===== src/rtl/uart_rx.sv =====
// 8N1 UART receiver: two-flop synchroniser, mid-bit sampling, framing-error and break handling.
// rx_data holds the last good byte; rx_done and frame_err are single-cycle strobes.
module uart_rx #(
  parameter int clk_freq  = 50000000,
  parameter int baud_rate = 9600
) (
  input  logic       clk,
  input  logic       reset_n,
  input  logic       rx_line,
  output logic [7:0] rx_data,
  output logic       rx_done,
  output logic       rx_busy,
  output logic       frame_err
);

  localparam int clks_per_bit = clk_freq / baud_rate;
  localparam int half_bit     = clks_per_bit / 2;
  localparam logic [15:0] bit_last  = 16'(clks_per_bit - 1);
  localparam logic [15:0] half_last = 16'(half_bit - 1);

  typedef enum logic [2:0] {
    IDLE  = 3'd0,
    START = 3'd1,
    DATA  = 3'd2,
    STOP  = 3'd3,
    BRK   = 3'd4
  } state_t;

  state_t      state;
  logic        sync_meta;
  logic        rx_s;
  logic [15:0] clk_count;
  logic [2:0]  bit_index;
  logic [7:0]  shift_reg;

  // Synchroniser resets to the idle level so a reset never looks like a start bit.
  always_ff @(posedge clk or negedge reset_n) begin
    if (!reset_n) begin
      sync_meta <= 1'b1;
      rx_s      <= 1'b1;
    end else begin
      sync_meta <= rx_line;
      rx_s      <= sync_meta;
    end
  end

  always_ff @(posedge clk or negedge reset_n) begin
    if (!reset_n) begin
      state     <= IDLE;
      clk_count <= 16'd0;
      bit_index <= 3'd0;
      shift_reg <= 8'h00;
      rx_data   <= 8'h00;
      rx_done   <= 1'b0;
      rx_busy   <= 1'b0;
      frame_err <= 1'b0;
    end else begin
      rx_done   <= 1'b0;
      frame_err <= 1'b0;
      case (state)
        IDLE: begin
          if (!rx_s) begin
            state     <= START;
            clk_count <= 16'd0;
            rx_busy   <= 1'b1;
          end
        end

        START: begin
          // Re-check at mid start bit; a short low pulse is rejected as a glitch.
          if (clk_count == half_last) begin
            clk_count <= 16'd0;
            if (!rx_s) begin
              state     <= DATA;
              bit_index <= 3'd0;
            end else begin
              state   <= IDLE;
              rx_busy <= 1'b0;
            end
          end else begin
            clk_count <= clk_count + 16'd1;
          end
        end

        DATA: begin
          if (clk_count == bit_last) begin
            clk_count            <= 16'd0;
            shift_reg[bit_index] <= rx_s;
            if (bit_index == 3'd7) begin
              state <= STOP;
            end else begin
              bit_index <= bit_index + 3'd1;
            end
          end else begin
            clk_count <= clk_count + 16'd1;
          end
        end

        STOP: begin
          if (clk_count == bit_last) begin
            clk_count <= 16'd0;
            if (rx_s) begin
              rx_data <= shift_reg;
              rx_done <= 1'b1;
              rx_busy <= 1'b0;
              state   <= IDLE;
            end else begin
              frame_err <= 1'b1;
              state     <= BRK;
            end
          end else begin
            clk_count <= clk_count + 16'd1;
          end
        end

        BRK: begin
          // Wait out a held-low line so a break reports only once.
          if (rx_s) begin
            state   <= IDLE;
            rx_busy <= 1'b0;
          end
        end

        default: begin
          state   <= IDLE;
          rx_busy <= 1'b0;
        end
      endcase
    end
  end

endmodule


===== config.mk =====
export PLATFORM = sky130hd
export DESIGN_NAME = uart_rx
export DESIGN_NICKNAME = d
export VERILOG_FILES = /design/src/rtl/uart_rx.sv
export SDC_FILE = /design/constraint.sdc
export NUM_CORES = 1
export LEC_CHECK = 0
export CAP_MARGIN = 20
export CORE_ASPECT_RATIO = 2
export CORE_MARGIN = 3
export CORE_UTILIZATION = 40
export DETAILED_ROUTE_END_ITERATION = 6
export PLACE_DENSITY = 0.66
export SETUP_SLACK_MARGIN = 0.4
export SYNTH_ARGS = -nofsm -noshare
export SYNTH_HDL_FRONTEND = slang
export SYNTH_SLANG_ARGS = --single-unit

===== constraint.sdc =====
create_clock -name clk -period 3.4 [get_ports clk]
set_input_delay 0.68 -clock clk [delete_from_list [all_inputs] [get_ports clk]]
set_output_delay 0.68 -clock clk [all_outputs]
set_load 0.01 [all_outputs]

* Word-level counts from Yosys, hierarchy flattened
Index checks and enable logic that the tools add are counted.
** Word-level totals
- Input port bits :: 3
- Output and inout bits :: 11
- Register bits after elaboration :: 43
** Operators by class
- Reductions and logical operators :: 11
- Equal/unequal tests :: 15
- Add/sub/neg operators :: 2
- Magnitude comparators :: 2
- Multiplexer cells :: 32
- Bitwise logic cells :: 1
** Operators with widths (number)
- two-way mux 16 bit :: 3
- case mux 16 bit (3 select lines) :: 1
- two-way mux 3 bit :: 11
- adder 16 x 1 -> 16 bit, second input constant :: 1
- equality test 16 x 12 -> 1 bit, second input constant :: 1
- equality test 16 x 13 -> 1 bit, second input constant :: 1
- inequality test 2 bit, second input constant :: 8
- case mux 3 bit (5 select lines) :: 1
- two-way mux 1 bit :: 11
- bitwise mux 8 bit :: 1
- equality test 3 x 2 -> 1 bit, second input constant :: 2
- equality test 3 bit, second input constant :: 2
- case mux 3 bit (2 select lines) :: 1
- AND reduction 6 bit :: 1
- case mux 1 bit (5 select lines) :: 1
- AND reduction 5 bit :: 1
- less-than comparator 3 x 4 -> 1 bit, second input constant :: 1
- AND reduction 2 bit :: 2
- AND reduction 4 bit :: 1
- adder 3 x 1 -> 3 bit, second input constant :: 1
- demux 1 bit (select 3 bit) :: 1
- equality test 3 x 1 -> 1 bit, second input constant :: 1
- greater-or-equal comparator 3 x 1 -> 1 bit, second input constant :: 1
- zero test 3 bit :: 1
- 7 further kinds :: 7

* Longest topological paths before layout
- Depth in word-level cells :: 5
- Mapped depth :: 8
- Depth with buffers taken out :: 6

* Worst setup path after synthesis
No wires, ideal clock.
- Path kind :: register -> register
- Start point :: reg clk_count[8]
- End point :: reg bit_index[0]
- Required time :: 3275 ps
- Path buffers :: 1
- Data arrival time :: 2418 ps
- Stages on the path, launching flop included :: 7
- Path slack :: 857 ps
- Library setup time :: 125 ps
- Cells stage by stage :: dfrtp_1 > or4_4 > or3b_1 > o21a_1 > buf_6 > or4_4 > mux2_4
** Between the ends
- Word-level cells in the longest chain between the ends :: 3
- Elaborated cells on any way between the ends :: 5
- Classes of those cells :: eq/ne (4); reduce/logical (1)
** Ends and longest elaborated chain
- from (decl) :: line 32 : logic [15:0] clk_count;
- from (signal assigned) :: line 81 : clk_count <= clk_count + 16'd1;
- from (signal assigned) :: line 95 : clk_count <= clk_count + 16'd1;
- from (signal assigned) :: line 112 : clk_count <= clk_count + 16'd1;
- equality test 16 x 13 -> 1 bit / equality test 16 x 12 -> 1 bit (equally long branches) :: line 86, 71
- inequality test 2 bit (no source line)
- AND reduction 5 bit (no source line) *
- to (signal assigned) :: line 92 : bit_index <= bit_index + 3'd1;
- to (decl) :: line 33 : logic [2:0] bit_index;
Mark *: on every way between the ends. The rest lies on a longest branch, timed or not.
A chain may end at the register's enable or synchronous reset.

* Worst setup path after layout
Same ends and word-level chain as after synthesis.

==> run_results.csv <==
group,metric,value,unit
pwr,p_total,0.846,mW
logic_synthesis,ys_async_sr_fraction,100,%
floorplan,dieWidth,58.8,um
pwr,pwr-share-comb,2.1,%
logic_synthesis,synth_top_area_share,46.1,%
global_routing,antenna_found_initial,0,
global_routing,global_route.usage.total,15.7,%
drt,drtAntennaViolNets,0,
worst_setup_path,timing.rr.start,"clk_count[8]",
global_routing,overflow,0,
worst_setup_path,path_common_cell,"or4_4",
worst_setup_path,cp-end-kind,"flop",
final_layout,final_layout_size_suffix_gt1_share,15.0,%
final_layout,nets,239,
cts,root_buffer,"clkbuf_8",
sta,finalCriticalPeriod,2.79,ns
cts,cts_tree,"built",
global_routing,grt_max_degree,44,
sta,hold_slack,0.209,ns
pwr,switchingPower,0.187,mW
worst_setup_path,path_cells,"or4_4 > or3b_1 > o21a_1 > or4_4 > mux2_4",
floorplan,fp.dieH,111,um
cts,postCtsSetupRepairBufs,0,
logic_synthesis,ys_top_cells_by_area,"dfrtp_1, mux2_2, nand2_1",
pwr,p_int,0.659,mW
sta,report.final.slew_viol_count,0,
worst_setup_path,critical_path.slowest_cell,"or4_4",
worst_setup_path,crit_buf_inv,0,
sta,grt_setup_unrepaired,"no",
worst_setup_path,critPathKind,"reg2reg",
final_layout,diodes,0,
sta,max_freq,359,MHz
worst_setup_path,crit_start,"clk_count[8]",
logic_synthesis,synth_top_cell_by_area,"dfrtp_1",
logic_synthesis,syn_inst,226,
floorplan,num_rows,37,
pwr,leakagePower,1.07,nW
worst_setup_path,critPathRequiredTime,3.59,ns
worst_setup_path,r2r_cells,5,
place,portBuffers,13,
logic_synthesis,syn_nets,232,
floorplan,start_util,42.2,%
drt,wl_met1,1.70,mm
cts,cts_hold_buf,0,
drt,wire_per_inst,15.7,um
global_routing,grt_pass1_wl,7.93,mm
pwr,ir_drop,271,uV
sta,timing.slew.headroom,46.7,%
sta,finalCritPeriodShare,82.0,%
logic_synthesis,ys_seq_area_share,48.5,%
drt,drc_errors,0,
sta,clock_skew,0.00583,ns
sta,timing.setup.tns,0,ns
worst_setup_path,rr_endpoint,"bit_index[0]",
drt,dr.pass1.iters,4,
cts,cts.sinks,43,
final_layout,largest_reg_flops,16,
final_layout,area_delta_synth_final,10.9,%
cts,clock_latency,0.30,ns
flow_run,drv_cap,0,
drt,vias,1660,
sta,finalSetupViolCount,0,
worst_setup_path,cp-start-kind,"flop",
global_routing,grt_pass1_vias,1673,
place,hpwl,3.38,mm
worst_hold_path,hp-class,"in2async",
sta,hold_viol_final,0,
logic_synthesis,ys_ff_latch,43,
floorplan,boundaryPins,14,
pwr,power.density,343,nW/um^2
drt,wirelength,4.58,mm
drt,dr_wl_met3,105,um
drt,via_per_inst,5.68,
worst_setup_path,cp_num_cells,5,
run_status,outcome,"finished clean",
worst_setup_path,cpLargestDelayFamily,"simple AND/OR/NAND/NOR gates",
cts,cts_buffer_depth,2,
worst_setup_path,cp_slowest_stage_delay,0.61,ns
cts,cts_buffers,5,
drt,top_layer,"met4",
logic_synthesis,syn_area,2230,um^2
logic_synthesis,syn_avg_cell_area,9.85,um^2
pwr,clockPowerShare,37.0,%
sta,tightest_slew,0.796,ns
cts,clk_pin_slew_worst_paths,0.08,ns
final_layout,final_common_cell,"dfrtp_1",
logic_synthesis,synth_edf_count,0,
drt,dr.first_iter.drc_count,47,
logic_synthesis,ys.flop_type,"dfrtp_1",
worst_setup_path,worstPathArrival,2.98,ns
logic_synthesis,yosysWarnings,0,
logic_synthesis,ys_types,50,
final_layout,mostFrequentLayoutCells,"dfrtp_1, nand2_1, nor2_1",
cts,htree_levels,2,
cts,ctsResizeCount,0,
place,routabilityCongestion,0.794,
floorplan,core_area,5280,um^2
pwr,netSwitchingFraction,22.1,%
worst_setup_path,regToRegSetupSlack,0.61,ns
worst_setup_path,crit_fanout,17,
floorplan,dieArea,6550,um^2
drt,wl_met2,2.55,mm
pwr,seq_power_share,60.9,%
## cells by family after synthesis
group	count (synthesis)	synth area share, %
AND/OR/NAND/NOR	105	25.1
flip-flops	43	48.5
AO/OA/AOI/OAI	35	10.4
multiplexers	19	9.72
buffers and inverters	18	3.48
XOR/XNOR	3	1.18
adder cells (fa/ha/maj)	3	1.69
## power by group through the flow
stage               Sequential (mW)  Combinational [mW]  Clock (mW)
finish                        0.516              0.0176       0.313
global route                  0.516              0.0207       0.350
CTS                           0.516              0.0159       0.329
detailed placement            0.526              0.0159           0
global placement              0.526              0.0154           0
floorplan                     0.524             0.00411           0
## area by class of cell
class	instances	area [um^2]
Fill cell	528	2810
Sequential cell	43	1080
Multi-Input combinational cell	165	1070
Timing Repair Buffer	15	153
Tap cell	58	72.6
Clock buffer	5	68.8
Clock inverter	3	15.0
Inverter	3	11.3
## cells in the mapped netlist (2+ instances only)
| cell | n |
|---|---|
| nand4_1 | 2 |
| or3_1 | 2 |
| or4_4 | 2 |
| xor2_1 | 2 |
| mux2_2 | 14 |
| nor3b_1 | 4 |
| inv_1 | 3 |
| o21ai_0 | 10 |
| nor2_1 | 16 |
| ha_1 | 3 |
| and2_1 | 2 |
| dfstp_2 | 2 |
| nor2b_1 | 4 |
| o211ai_1 | 6 |
| nand2_1 | 34 |
| a22o_1 | 3 |
| nand2b_1 | 2 |
| or2_2 | 3 |
| nand4b_1 | 2 |
| o21a_1 | 2 |
| mux2_1 | 3 |
| nand3_1 | 9 |
| nand3b_1 | 3 |
| dfrtp_1 | 41 |
| clkbuf_1 | 12 |
| a21oi_1 | 4 |
| nor3_1 | 9 |
| buf_2 | 2 |
| o22ai_1 | 4 |
## layer usage
layer | vias up | GRT usage [%]
met3 | 14 | 3.25
met4 | 0 | 10.1
met1 | 812 | 16.7
met5 | - | 0
met2 | 31 | 26.7
li1 | 803 | -
## worst max path at each step
stage,to,slack (ns)
after global placement,bit_index[0],0.66
after detailed placement,bit_index[0],0.61
after global routing,state[0],0.44
after CTS,bit_index[0],0.60
after floorplan,bit_index[0],0.86
final,bit_index[0],0.61
## stage by stage
step	instance area (um^2)	setup WS [ns]	utilization (%)	instances
finish	2470	0.611	46.8	292
global route	2470	0.437	46.8	292
detailed placement	2360	0.611	44.8	283
floorplan	2230	0.857	-	226
global placement	2360	0.665	44.8	283
CTS	2450	0.599	46.4	291
Note: power is estimated with default switching activity, not from simulation.
